$ cat src/rtl/fp_normalizer.sv
// Post-add normalizer: turns a raw {carry, hidden, fraction} significand sum back into a normalized float.
// Define FP_NORM_FASTPATH_EN for the single-cycle leading-zero shifter; otherwise one bit is shifted per cycle.
package float_pkg;
   localparam int EXPONENT_BITS = 8;
   localparam int FRACTION_BITS = 23;

   typedef struct packed {
      logic                     sign;
      logic [EXPONENT_BITS-1:0] exponent;
      logic [FRACTION_BITS-1:0] fraction;
   } float;
endpackage

module fp_normalizer
   import float_pkg::*;
#(
   parameter int EXP_W  = EXPONENT_BITS,
   parameter int FRAC_W = FRACTION_BITS
) (
   input  logic              clock,
   input  logic              reset,
   input  logic              in_valid,
   output logic              in_ready,
   input  logic              in_sign,
   input  logic [EXP_W-1:0]  in_exponent,
   input  logic [FRAC_W+1:0] in_sig,
   output logic              out_valid,
   input  logic              out_ready,
   output float              result,
   output logic              out_zero,
   output logic              out_overflow,
   output logic              out_underflow,
   output logic [1:0]        debug_state
);

   // Handshake: a transfer happens on a rising edge where valid and ready are both high.
   // in_ready is high only in IDLE; out_valid is high only in DONE, and result/flags hold until out_ready.
   typedef enum logic [1:0] {IDLE = 2'd0, SHIFT = 2'd1, DONE = 2'd2} state_t;

   localparam logic [EXP_W-1:0] EXP_ONE  = EXP_W'(1);
   localparam logic [EXP_W-1:0] EXP_ALL  = '1;
   localparam logic [EXP_W-1:0] EXP_NEAR = EXP_ALL - EXP_ONE;

   state_t            state, state_nxt;
   logic              sign_q, sign_nxt;
   logic [EXP_W-1:0]  exp_q, exp_nxt;
   logic [FRAC_W+1:0] sig_q, sig_nxt;
   float              result_q, result_nxt;
   logic              zero_q, zero_nxt;
   logic              ovf_q, ovf_nxt;
   logic              unf_q, unf_nxt;

`ifdef FP_NORM_FASTPATH_EN
   logic [EXP_W-1:0]  lz;
   logic              found;
   logic [FRAC_W+1:0] shifted;

   // Leading zeros over {hidden, fraction}; only consulted when hidden is 0 and the sum is nonzero.
   always_comb begin
      lz    = '0;
      found = 1'b0;
      for (int i = FRAC_W; i >= 0; i--) begin
         if (!found) begin
            if (sig_q[i]) found = 1'b1;
            else          lz    = lz + EXP_ONE;
         end
      end
      shifted = sig_q << lz;
   end
`endif

   always_comb begin
      state_nxt  = state;
      sign_nxt   = sign_q;
      exp_nxt    = exp_q;
      sig_nxt    = sig_q;
      result_nxt = result_q;
      zero_nxt   = zero_q;
      ovf_nxt    = ovf_q;
      unf_nxt    = unf_q;
      case (state)
         IDLE: begin
            if (in_valid) begin
               sign_nxt  = in_sign;
               exp_nxt   = in_exponent;
               sig_nxt   = in_sig;
               zero_nxt  = 1'b0;
               ovf_nxt   = 1'b0;
               unf_nxt   = 1'b0;
               state_nxt = SHIFT;
            end
         end
         SHIFT: begin
            if (sig_q == '0) begin
               result_nxt = '0;
               zero_nxt   = 1'b1;
               state_nxt  = DONE;
            end else if (sig_q[FRAC_W+1]) begin
               // Carry-out: one right shift; saturate to infinity rather than wrap the exponent.
               result_nxt.sign = sign_q;
               if (exp_q >= EXP_NEAR) begin
                  result_nxt.exponent = EXP_ALL;
                  result_nxt.fraction = '0;
                  ovf_nxt             = 1'b1;
               end else begin
                  result_nxt.exponent = exp_q + EXP_ONE;
                  result_nxt.fraction = sig_q[FRAC_W:1];
               end
               state_nxt = DONE;
            end else if (sig_q[FRAC_W]) begin
               result_nxt.sign     = sign_q;
               result_nxt.exponent = exp_q;
               result_nxt.fraction = sig_q[FRAC_W-1:0];
               state_nxt           = DONE;
`ifdef FP_NORM_FASTPATH_EN
            end else if (exp_q <= lz) begin
               result_nxt      = '0;
               result_nxt.sign = sign_q;
               unf_nxt         = 1'b1;
               state_nxt       = DONE;
            end else begin
               result_nxt.sign     = sign_q;
               result_nxt.exponent = exp_q - lz;
               result_nxt.fraction = shifted[FRAC_W-1:0];
               state_nxt           = DONE;
            end
`else
            end else if (exp_q <= EXP_ONE) begin
               // No denormals: flush once the exponent cannot drop any further.
               result_nxt      = '0;
               result_nxt.sign = sign_q;
               unf_nxt         = 1'b1;
               state_nxt       = DONE;
            end else begin
               sig_nxt = sig_q << 1;
               exp_nxt = exp_q - EXP_ONE;
            end
`endif
         end
         DONE: begin
            if (out_ready) state_nxt = IDLE;
         end
         default: state_nxt = IDLE;
      endcase
   end

   always_ff @(posedge clock) begin
      if (reset) begin
         state    <= IDLE;
         sign_q   <= 1'b0;
         exp_q    <= '0;
         sig_q    <= '0;
         result_q <= '0;
         zero_q   <= 1'b0;
         ovf_q    <= 1'b0;
         unf_q    <= 1'b0;
      end else begin
         state    <= state_nxt;
         sign_q   <= sign_nxt;
         exp_q    <= exp_nxt;
         sig_q    <= sig_nxt;
         result_q <= result_nxt;
         zero_q   <= zero_nxt;
         ovf_q    <= ovf_nxt;
         unf_q    <= unf_nxt;
      end
   end

   assign in_ready      = (state == IDLE);
   assign out_valid     = (state == DONE);
   assign result        = result_q;
   assign out_zero      = zero_q;
   assign out_overflow  = ovf_q;
   assign out_underflow = unf_q;
   assign debug_state   = state;

endmodule

$ cat config.mk
export PLATFORM = sky130hd
export DESIGN_NAME = fp_normalizer
export DESIGN_NICKNAME = d
export VERILOG_FILES = /design/src/rtl/fp_normalizer.sv
export SDC_FILE = /design/constraint.sdc
export NUM_CORES = 1
export LEC_CHECK = 0
export CAP_MARGIN = 15
export CORE_MARGIN = 1
export CORE_UTILIZATION = 25
export DETAILED_ROUTE_END_ITERATION = 10
export PLACE_DENSITY = 0.46
export SLEW_MARGIN = 20
export SYNTH_ARGS = -nofsm -noshare
export SYNTH_HDL_FRONTEND = slang
export SYNTH_SLANG_ARGS = --single-unit
$ cat constraint.sdc
create_clock -name clock -period 3.2 [get_ports clock]
set_clock_uncertainty 0.15 [all_clocks]
set_input_delay 0.96 -clock clock [delete_from_list [all_inputs] [get_ports clock]]
set_output_delay 0.96 -clock clock [all_outputs]
set_load 0.02 [all_outputs]
==> reports/summary.txt <==
CP endpoint kind: flip-flop
Post-CTS Setup Bufs: 0
CP Max Fanout: 27
Die width: 119 um
Pwr dens: 779 nW/um2
Die area: 14200 um2
Post-synth EDFFs: 0
Hold Vio Cnt, Final: 0
Sequential-to-total area share from yosys stat: 41.4%
Top-area cell type share of the netlist area: 41.4%
IO Count: 77
Post-synth cell types: 44
Core area: 13300 um2
Tot GR Track Use: 15.4%
Setup CP Type: input port to flip-flop
Area grow syn2layout: 37.6%
# rows: 42
Antenna Violating Nets Remaining: 0
Num CTS Buffers: 9
DRC: 0
Multi-input logic area: 1770 um2
Pre-antenna DRT Iters: 5
WP data required: 3.27 ns
Placed Area: 4380 um2
Max-Cap Viols: 0
Filler instances: 1413
Fmax achieved: 0.347 GHz
R2R depth: 9
Setup TNS: 0 ns
Synth area leaders: dfxtp_1, nor2_1, a22oi_1
Most frequent cells after synthesis: dfxtp_1, nor2_1, a22oi_1
Worst Hold Depth: 2
DP HPWL: 7600 um
Final slew viol count: 0
Reg2reg end: sig_q[13]
Vias in the first global route: 3177
Startpoint types: input port
Fin crit share: 90.0%
Crit path arrival time: 2.95 ns
VDD IR max: 0.310 mV
Worst hold path class: flip-flop to flip-flop
Least-Margin Pin Slew: 0.488 ns
Seq. cell area: 1420 um2
Util after Layout: 35.4%
Number of vias per cell: 5.10
Reg-to-reg slack, setup: 0.61 ns
Hold Crit Endpoint: sign_q
CTS tree: built
Gr ovfl total: 0
Final GP Congestion: 0.843
First-pass GRT wire length: 17200 um
Clock-pin slew on the worst setup and hold paths: 0.06 ns
Initial Utilization: 25.7%
Outcome: finished clean
H-tree depth: 3
Drt total wl: 10800 um
Period minus WS final: 2.88 ns
Ys flop type: dfxtp_1
Largest net degree at the start of global routing: 37
Initial antenna violation count: 0
Yosys warns: 0
Drt initial violations: 217
Final net count: 511
Clock sinks: 71
Synth Net Count: 440
Clk_lat worst skew: 0.34 ns
Lkg Pwr: 1.70 nW
Vias post-DR: 3314
Number of port buffers: 76
Gates resized, CTS repair: 0
Cts-stage hold buffer count: 0
Final setup vio count: 0
CTS root buf: clkbuf_16
Share of layout cells above drive strength 1: 10.3%
Syn avg cell area: 8.64 um2
Number of synthesized register bits: 71
Max clock buf depth: 2
Final Cell Area: 4730 um2
FFs w/ async S/R, synth: 0%
Yosys top cell by area: dfxtp_1
Syn Inst Count: 398
RR Startpoint: exp_q[0]
Chip Height: 119 um
Hold path start: sign_q
Routed len/inst: 16.6 um
RSZ-0062 raised after global routing: no
Slew margin rel.: 67.2%
Mapped Area: 3440 um2
Diode count: 0
[flip-flops by register name, indices dropped and copies added, names as in the netlist]
register	cells
out_zero	1
exp_q	8
sig_q	25
result	32
debug_state	2
out_underflow	1
out_overflow	1
sign_q	1
[cell type report]
class,count,share of cell area (%)
inverter,4,0.317
multi-input combinational,285,37.5
sequential,71,30.0
timing repair buffer,98,20.0
tap,176,4.65
clock buffer,10,5.05
clock inverter,6,2.46
[worst max-delay path, cell delays in order]
cell and delay [ns]:
clkdlybuf4s50_1 0.49, or3b_2 0.46, nand2_1 0.09, o31ai_1 0.12, or2_1 0.28, buf_12 0.18, a221oi_1 0.31, nor3_2 0.06
[logic make-up after synthesis]
kind of cell | Yosys count | share of synthesized area (%)
adders and majority gates | 4 | 1.46
DFF | 71 | 41.4
muxes | 1 | 0.291
and+or+nand+nor | 152 | 21.2
buffers and inverters | 42 | 7.24
AOI/OAI and AO/OA | 122 | 26.9
xor gates and xnor gates | 6 | 1.53
[worst max path at each step]
stage / from / endpoint / slack [ns]
2_1_floorplan: in_valid / sig_q[17] / 0.46
3_3_place_gp: in_valid / sig_q[13] / 0.05
3_5_place_dp: in_valid / sig_q[17] / 0.02
4_1_cts: in_valid / sig_q[13] / 0.35
5_1_grt: in_valid / sig_q[13] / 0.22
6_report: in_valid / sig_q[13] / 0.32
[placed cells by master (no fill, tap or decap), types with 3 or more instances in the layout]
master           count
ha_1                 4
clkdlybuf4s50_1     75
a22o_1              22
nor4_1              10
bufinv_16            3
o31ai_1              3
nand2b_1             5
a221o_1              3
buf_4               20
clkbuf_16            9
a22oi_1             32
a211oi_1             4
nor3_2               4
inv_1                4
and2_1               3
a221oi_1            22
a21oi_1             22
nand3_1              8
nand2_1             10
dfxtp_1             71
nor2_1              71
o21ai_0              4
nor3_1              28
xor2_1               4
[per-layer routing]
metal,global-route usage [%],wire length (um),up-vias
li1,-,-,1642
met1,21.6,5170,1580
met2,23.0,4900,78
met3,2.73,525,14
met4,6.80,177,0
met5,0,0,-
[per-stage QoR]
step | total power, W | worst slack, ns | hold WS (ns) | instances
2_1_floorplan | 0.00211 | 0.460 | 0.287 | 398
3_3_place_gp | 0.00251 | 0.0523 | 0.297 | 634
3_5_place_dp | 0.00251 | 0.0168 | 0.304 | 634
4_1_cts | 0.00372 | 0.349 | 0.312 | 650
5_1_grt | 0.00391 | 0.222 | 0.334 | 650
6_report | 0.00369 | 0.320 | 0.309 | 650
[where the power goes]
part           switching, W  total [W]  internal, W
Combinational      0.000717    0.00125     0.000532
Clock              0.000404    0.00119     0.000788
Sequential         0.000212    0.00124      0.00103
(Power assumes the default switching activity.)
